## src/rtl/enc_src_arbiter.sv

```systemverilog
// Round-robin message-level arbiter feeding one encoder. A granted requester owns
// the encoder for a full message of ARB_MES_BEATS beats, or until it idles too long.
module enc_src_arbiter #(
  parameter int ARB_REQ       = 4,
  parameter int EGF_DIM       = 8,
  parameter int ENC_SYM       = 4,
  parameter int ARB_MES_BEATS = 56,
  parameter int ARB_TIMEOUT   = 255
) (
  input  logic                                 clk,
  input  logic                                 rst,
  input  logic [ARB_REQ-1:0]                   req_valid,
  input  logic [ARB_REQ*ENC_SYM*EGF_DIM-1:0]   req_data,
  output logic [ARB_REQ-1:0]                   req_ready,
  input  logic                                 con_stall,
  output logic [ENC_SYM*EGF_DIM-1:0]           gen_data,
  output logic                                 gen_valid,
  output logic                                 arb_sof,
  output logic                                 arb_eof,
  output logic [$clog2(ARB_REQ)-1:0]           arb_owner,
  output logic                                 arb_busy,
  output logic                                 arb_err
);

  localparam int BEAT_W = ENC_SYM * EGF_DIM;
  localparam int OW     = $clog2(ARB_REQ);
  localparam int CW     = (ARB_MES_BEATS > 1) ? $clog2(ARB_MES_BEATS) : 1;
  localparam int TW     = $clog2(ARB_TIMEOUT + 1);

  localparam logic [0:0] ST_IDLE = 1'b0;
  localparam logic [0:0] ST_XFER = 1'b1;

  localparam logic [CW-1:0] LAST_BEAT = CW'(ARB_MES_BEATS - 1);
  localparam logic [TW-1:0] TO_LIMIT  = TW'(ARB_TIMEOUT);
  localparam logic [OW-1:0] LAST_REQ  = OW'(ARB_REQ - 1);

  logic [0:0]        state_q, state_d;
  logic [OW-1:0]     ptr_q, ptr_d;
  logic [OW-1:0]     owner_q, owner_d;
  logic [CW-1:0]     beat_q, beat_d;
  logic [TW-1:0]     to_q, to_d;
  logic [BEAT_W-1:0] gen_data_q, gen_data_d;
  logic              gen_valid_q, gen_valid_d;
  logic              sof_q, sof_d;
  logic              eof_q, eof_d;
  logic              err_q, err_d;

  logic              owner_valid_s;
  logic              accept_s;
  logic              idle_tick_s;
  logic              timeout_s;
  logic [TW-1:0]     to_inc_s;
  logic [OW:0]       pick_s;

  // Index wrap that stays inside 0..ARB_REQ-1 even when ARB_REQ is not a power of two.
  function automatic logic [OW-1:0] wrap_inc(input logic [OW-1:0] idx);
    if (idx == LAST_REQ) begin
      return '0;
    end else begin
      return idx + OW'(1);
    end
  endfunction

  // Returns {found, index} of the first valid requester at or after ptr.
  function automatic logic [OW:0] rr_pick(input logic [ARB_REQ-1:0] valid,
                                          input logic [OW-1:0]      ptr);
    logic [OW:0]   pick;
    logic [OW-1:0] idx;
    pick = '0;
    idx  = ptr;
    for (int k = 0; k < ARB_REQ; k++) begin
      if (!pick[OW] && valid[idx]) begin
        pick = {1'b1, idx};
      end
      idx = wrap_inc(idx);
    end
    return pick;
  endfunction

  assign pick_s        = rr_pick(req_valid, ptr_q);
  assign owner_valid_s = req_valid[owner_q];
  assign accept_s      = (state_q == ST_XFER) && owner_valid_s && !con_stall;
  assign idle_tick_s   = (state_q == ST_XFER) && !owner_valid_s && !con_stall;
  assign to_inc_s      = to_q + TW'(1);
  assign timeout_s     = idle_tick_s && (to_inc_s == TO_LIMIT);

  // Only the owner sees ready, and only when the encoder is consuming.
  always_comb begin
    req_ready = '0;
    if ((state_q == ST_XFER) && !con_stall) begin
      req_ready[owner_q] = 1'b1;
    end else begin
      req_ready = '0;
    end
  end

  always_comb begin
    state_d     = state_q;
    ptr_d       = ptr_q;
    owner_d     = owner_q;
    beat_d      = beat_q;
    to_d        = to_q;
    gen_valid_d = 1'b0;
    gen_data_d  = '0;
    sof_d       = 1'b0;
    eof_d       = 1'b0;
    err_d       = 1'b0;
    case (state_q)
      ST_IDLE: begin
        if (pick_s[OW]) begin
          owner_d = pick_s[OW-1:0];
          state_d = ST_XFER;
        end else begin
          state_d = ST_IDLE;
        end
      end
      ST_XFER: begin
        if (accept_s) begin
          gen_valid_d = 1'b1;
          gen_data_d  = req_data[int'(owner_q)*BEAT_W +: BEAT_W];
          sof_d       = (beat_q == '0);
          eof_d       = (beat_q == LAST_BEAT);
          to_d        = '0;
          if (beat_q == LAST_BEAT) begin
            state_d = ST_IDLE;
            beat_d  = '0;
            ptr_d   = wrap_inc(owner_q);
          end else begin
            beat_d = beat_q + CW'(1);
          end
        end else if (timeout_s) begin
          // Abandon the message: no eof, owner loses its turn.
          err_d   = 1'b1;
          state_d = ST_IDLE;
          beat_d  = '0;
          to_d    = '0;
          ptr_d   = wrap_inc(owner_q);
        end else if (idle_tick_s) begin
          to_d = to_inc_s;
        end else begin
          to_d = to_q;
        end
      end
      default: begin
        state_d = ST_IDLE;
      end
    endcase
  end

  always_ff @(posedge clk or posedge rst) begin
    if (rst) begin
      state_q     <= ST_IDLE;
      ptr_q       <= '0;
      owner_q     <= '0;
      beat_q      <= '0;
      to_q        <= '0;
      gen_data_q  <= '0;
      gen_valid_q <= 1'b0;
      sof_q       <= 1'b0;
      eof_q       <= 1'b0;
      err_q       <= 1'b0;
    end else begin
      state_q     <= state_d;
      ptr_q       <= ptr_d;
      owner_q     <= owner_d;
      beat_q      <= beat_d;
      to_q        <= to_d;
      gen_data_q  <= gen_data_d;
      gen_valid_q <= gen_valid_d;
      sof_q       <= sof_d;
      eof_q       <= eof_d;
      err_q       <= err_d;
    end
  end

  assign gen_data  = gen_data_q;
  assign gen_valid = gen_valid_q;
  assign arb_sof   = sof_q;
  assign arb_eof   = eof_q;
  assign arb_owner = owner_q;
  assign arb_busy  = (state_q == ST_XFER);
  assign arb_err   = err_q;

endmodule

```

## config.mk

```make
export PLATFORM = sky130hd
export DESIGN_NAME = enc_src_arbiter
export DESIGN_NICKNAME = d
export VERILOG_FILES = /design/src/rtl/enc_src_arbiter.sv
export SDC_FILE = /design/constraint.sdc
export NUM_CORES = 1
export LEC_CHECK = 0
export BUFFER_PORTS_ARGS = -buffer_cell sky130_fd_sc_hd__buf_2
export CORE_UTILIZATION = 35
export CTS_CLUSTER_DIAMETER = 40
export CTS_CLUSTER_SIZE = 16
export DETAILED_ROUTE_END_ITERATION = 8
export PLACE_DENSITY = 0.65
export REMOVE_ABC_BUFFERS = 1
export SLEW_MARGIN = 0
export SYNTH_ARGS = -nofsm -noshare
export SYNTH_HDL_FRONTEND = slang
export SYNTH_SLANG_ARGS = --single-unit
```

## constraint.sdc

```tcl
create_clock -name clk -period 4.78 [get_ports clk]
set_clock_uncertainty 0.15 [all_clocks]
set_input_delay 0.478 -clock clk [delete_from_list [all_inputs] [get_ports clk]]
set_output_delay 0.478 -clock clk [all_outputs]
set_load 0.005 [all_outputs]
```

* After elaboration in Yosys (flattened, before gate mapping) *
Cells that the tools add are included.

word-level totals
  register bits after elaboration = 55
  bits of input ports = 135
  output and inout port bits = 43
  word-level logic and storage cells = 99

operators by class
  $add $sub $neg = 6
  magnitude comparators = 6
  equal/unequal tests = 7
  shift-type cells = 1
  multiplexer cells = 46
  bitwise logic cells = 1
  reduce and logical (&&, ||, !) cells = 22

operator list
  operator                                                           count
  indexed part select 128 x 8 -> 32 bit                              1
  two-way mux 32 bit                                                 2
  two-way mux 8 bit                                                  3
  two-way mux 1 bit                                                  19
  two-way mux 6 bit                                                  3
  less-than comparator 2 x 3 -> 1 bit, second input constant         5
  two-way mux 2 bit                                                  7
  two-way mux 3 bit                                                  4
  binary-select mux 1 bit (select 2 bit)                             5
  logical AND 1 bit                                                  10
  adder 2 x 1 -> 2 bit, second input constant                        4
  adder 8 x 1 -> 8 bit, second input constant                        1
  equality test 2 bit, second input constant                         4
  equality test 8 bit, second input constant                         1
  adder 6 x 1 -> 6 bit, second input constant                        1
  equality test 6 bit, second input constant                         1
  logical NOT 6 bit                                                  1
  AND reduction 2 bit                                                3
  logical NOT 1 bit                                                  5
  two-way mux 4 bit                                                  1
  AND reduction 3 bit                                                1
  nonzero test 3 bit                                                 1
  demux 1 bit (select 2 bit)                                         1
  greater-or-equal comparator 2 x 1 -> 1 bit, second input constant  1
  4 further kinds                                                    4

* Logic depth before layout (Yosys ltp) *
  depth in word-level cells = 14
  gate-level depth with buffers = 7
  depth with buffers taken out = 7

* Least setup slack after synthesis *
Ideal clock, no wire load.

  kind = flip-flop to flip-flop
  start point = reg ptr_q[0]
  end point = reg owner_q[1], in the netlist arb_owner[1]
  library setup time = 0.125 ns
  arrival time = 1.972 ns
  required time = 4.505 ns
  slack = 2.533 ns
  stages on the path, launching flop included = 7
  path buffers = 0
  clock period less this slack = 2.247 ns
  path through = dfrtp_1 > ha_1 > or2_2 > o41ai_1 > o311ai_0 > and2b_1 > mux2_2

between the ends
  word-level cells in the longest chain between the ends = 13
  elaborated cells between the ends (all ways) = 28
  classes of those cells = add/sub (3); eq/ne (3); mux (15); reduce/logical (7)

ends and longest elaborated chain
  what                                                                           line  text
  from (decl)                                                                    38    logic [OW-1:0] ptr_q, ptr_d;
  from (signal assigned)                                                         164   ptr_q <= ptr_d;
  parallel branches: the longest is 11 deep, another holds adder 2 x 1 -> 2 bit  -
  two-way mux 3 bit *                                                            72    if (!pick[OW] && valid[idx]) begin
  AND reduction 2 bit (no source line)                                           -
  to (signal assigned)                                                           165   owner_q <= owner_d;
  to (decl)                                                                      39    logic [OW-1:0] owner_q, owner_d;

Every way passes the cells marked *. The select of a mux whose other input is x is not followed.
A chain may end at the register's enable or synchronous reset.

* Worst setup path in the final report *
  start point = reg owner_q[0], in the netlist arb_owner[0]
  end point = out req_ready[0]

between the ends
  word-level cells in the longest chain between the ends = 5
  elaborated cells between the ends (all ways) = 6
  classes of those cells = order compare (2); mux (3); reduce/logical (1)

ends and longest elaborated chain
  what                                                                                                                            line  text
  less-than comparator 2 x 3 -> 1 bit (not written as such) / greater-or-equal comparator 2 x 1 -> 1 bit (equally long branches)  91    req_ready[owner_q] = 1'b1;
  logical AND 1 bit (not written as such)                                                                                         91
  two-way mux 1 bit (not written as such)                                                                                         91
  demux 1 bit (select 2 bit) *                                                                                                    91
  two-way mux 4 bit *                                                                                                             90    if ((state_q == ST_XFER) && !con_stall) begin
  to (decl)                                                                                                                       14    output logic [ARB_REQ-1:0] req_ready,

Mark *: on every way between the ends. The rest lies on a longest branch, timed or not.

==> results.txt <==
The flow ran to the end, and the final reports show no timing, DRC or antenna violations. In this run the worst path has a maximum fanout of 37. The tree built by TritonCTS fans out to 55 sinks.

The tools report the cell chosen for the clock root as clkbuf_8. In this run the mean area of a mapped cell was 12.0 um2. In this run the power spent charging and discharging nets is 0.439 mW. The class of the most critical setup path is reg2out. The number of antenna violations at the first check in global routing is 1.

The detailed-route wire length is 9.26 mm, and the final RePlAce weighted congestion is 1.00. Worst hold path class: in2async. The final net count came out at 588. The minimum period implied by the final worst setup slack came out at 2.58 ns. For this run, the top clock speed supported by timing is 388 MHz.

Counting the buffers created by CTS gives 5. For the worst setup path, the data arrival time is 1.95 ns. For the number of standard-cell rows in the floorplan, the log shows 35.

Combinational logic burns 34.4% of the power. Setup violations remaining at the end of the flow were counted as 0. Of all cell types, the one taking the most synthesized area is dfrtp_1. Most instantiated flip-flop cell in the synthesis netlist: dfrtp_1. For this design the static power due to leakage is 2.27 nW. Registers are responsible for 44.8% of the overall power. For this design, the CTS-stage hold fixing added 0 buffers. In this run, the clock network consumes 20.8% of the power. The flip-flop and latch count after synthesis came out at 55.

The nature of the critical path startpoint is a flip-flop. The number of enable-type register cells in the synthesized netlist came out at 0. No sink is reached through more buffers than the 2 on the longest clock path. Global routing consumed, over all layers together, 19.2% of the routing resources.

Setup repair after global routing left no endpoint under its margin. The first global-routing pass estimated 14.7 mm of wire. Once the clock tree was built, the setup fixing pass inserted 0 buffers. Before antenna repair, the detailed router went through 5 iterations.

The logs give 548 for the count of placed standard cells including taps and 850 for the filler cell count. For the count of yosys warnings during synthesis, the log shows 0. The count of pins on the block boundary is 178. Async set or reset register ratio after synthesis: 100%.

In this run the register-to-register setup slack is 2.30 ns. The cell with the largest stage delay on the worst path is buf_4. The clock-pin slew reported for the worst setup and hold paths after clock tree synthesis is 0.11 ns. Layout overhead on the synthesized area: 32.3%. After layout, the worst path uses 53.9% of the clock period. The post-detailed-route DRC marker count is 0. The H-tree was split into 2 levels. The first routing iteration left 193 violations. Measured against its own limit, the worst slew margin works out to 53.3%.

The effective utilization at floorplan was 35.9%; the share of post-route cells with drive strength above 1 was 51.7%. The highest cell delay on the worst timing path is 0.56 ns. Summed over all layers, the global routing overflow is 0. Nature of the critical path endpoint: an output pin.

The number of buffers inserted by port buffering came out at 177. The power per cell area works out to 302 mW/mm2. Placed wire-length estimate: 7.05 mm.

The utilization after layout is 47.4%. After synthesis, the most frequently instantiated cells are dfrtp_1 (55), and3_1 (34), mux4_2 (34). Using the TritonRoute via totals, the vias-per-cell ratio works out to 5.41. The logs give 0 ns for the total negative slack and 0 for the total of cells resized after clock tree synthesis. For the clock latency on the worst-skew pair, the log shows 0.31 ns.

For the number of global-route vias before repair, the log shows 2956. Measured along the x axis, the die boundary spans 99.1 um. The transition time at the pin with the least slew margin was 0.700 ns; the die span in y was 99.1 um. The area share of the largest cell type after synthesis works out to 41.7%. Synthesis instantiated 47 different standard cells from the library. The post-synthesis sequential area ratio is 41.7%, and the core outline area is 0.00920 mm2. The most common cell in the synthesized netlist is dfrtp_1. Data on the critical path is required at its endpoint by 4.15 ns. Ranked by total cell area, the synthesized netlist is headed by dfrtp_1 (42%), mux4_2 (23%), and3_1 (6.5%). Entering global routing, the biggest net connects 56 pins. TritonCTS built the clock tree. After detailed routing, the average wire length per cell comes to 16.6 um. The via count is 3014. Cell internal power was estimated by the tool at 0.876 mW. The run gives 0.00330 mm2 as the synthesized area. The maximum VDD drop is 0.145 mV, and the switching share of power is 33.4%.

The logs give 0.00981 mm2 for the area of the die and 0 for the number of nets with antenna violations after detailed routing. The cell count after synthesis is 275, and the total count of hold-check failures in the final report is 0. The tools report the max-cap check violation count as 0.

The critical path goes through buf_4 -> inv_1 -> ha_1 -> and2_1 -> buf_2. The final count of pins violating max slew came out at 0. After the flow finishes, the layout carries non-filler instances totaling 557.
critical path, delay by kind of cell, from the launching register on:
family,cells,cell delay (ns)
flops,1,0.39
fa+ha+maj,1,0.24
simple gates,1,0.13
buf+inv,3,0.89
cell type report:
class	instances	area, um2	area share [%]
sequential	55	1380	31.6
clock inverter	3	27.5	0.631
multi-input combinational	186	1770	40.7
clock buffer	5	68.8	1.58
inverter	15	56.3	1.29
timing repair buffer	181	916	21.0
tap	111	139	3.19
antenna	1	2.50	0.0574
metrics by stage:
stage | hold slack (ns) | cell area, um2 | setup WS, ns | power [mW]
after global placement | 0.354 | 4260 | 2.34 | 1.04
after CTS | 0.212 | 4360 | 2.13 | 1.33
after detailed placement | 0.350 | 4260 | 2.29 | 1.06
final | 0.189 | 4360 | 2.20 | 1.32
after global routing | 0.244 | 4360 | 2.01 | 1.41
after floorplan | 0.316 | 3210 | 1.40 | 0.880
worst paths after layout:
kind,from,endpoint,depth (start not counted)
setup / recovery,arb_owner[0],req_ready[0],5
hold / removal,rst,gen_data[23],3
setup reg to reg,ptr_q[0],arb_owner[1],6
hold reg to reg,beat_q[5],arb_sof,1
max in group asynchronous,rst,arb_owner[0],3
min in group clk,beat_q[5],arb_sof,1
cells by family (layout without fill, tap and decap cells):
logic type,after synthesis,count (layout),share of synthesized area [%]
muxes,38,38,24.6
buffers and inverters,34,204,4.48
adders and majority gates,9,9,3.42
xor gates and xnor gates,3,3,0.797
DFF,55,55,41.7
AOI/OAI and AO/OA,42,42,8.77
other,0,1,0
and+or+nand+nor,94,94,16.2
layer usage:
| layer | global-route usage [%] | vias to the layer above | part of all wire, % |
|---|---|---|---|
| met5 | 0 | - | 0 |
| met4 | 5.20 | 0 | 1.9 |
| met3 | 3.62 | 19 | 6.3 |
| met2 | 34.6 | 145 | 51 |
| met1 | 23.4 | 1473 | 41 |
| li1 | - | 1377 | - |
registers in the layout, indices dropped and copies added, names as in the netlist:
| register | count |
|---|---|
| arb_err | 1 |
| ptr_q | 2 |
| arb_owner | 2 |
| to_q | 8 |
| gen_valid | 1 |
| beat_q | 6 |
| arb_busy | 1 |
| arb_eof | 1 |
| gen_data | 32 |
| arb_sof | 1 |
cells in the final DEF (no fill, tap or decap), types with 5 or more instances in the layout:
master      n
mux4_2     34
inv_1      14
nor2_1      7
nand3_1    10
and3_1     34
dfrtp_1    54
and2_1      7
nand2_1    10
buf_2     177
a21oi_1     5
clkbuf_8    5
nor3_1      6
o21ai_0    14
ha_1        9
or3_1       5
power by group through the flow:
| stage | logic, mW | clock network, mW | registers [mW] |
|---|---|---|---|
| 2_1_floorplan | 0.259 | 0 | 0.621 |
| 3_3_place_gp | 0.443 | 0 | 0.595 |
| 3_5_place_dp | 0.459 | 0 | 0.597 |
| 4_1_cts | 0.460 | 0.284 | 0.588 |
| 5_1_grt | 0.502 | 0.306 | 0.599 |
| 6_report | 0.452 | 0.274 | 0.589 |
Power figures use the tool's default switching activity.
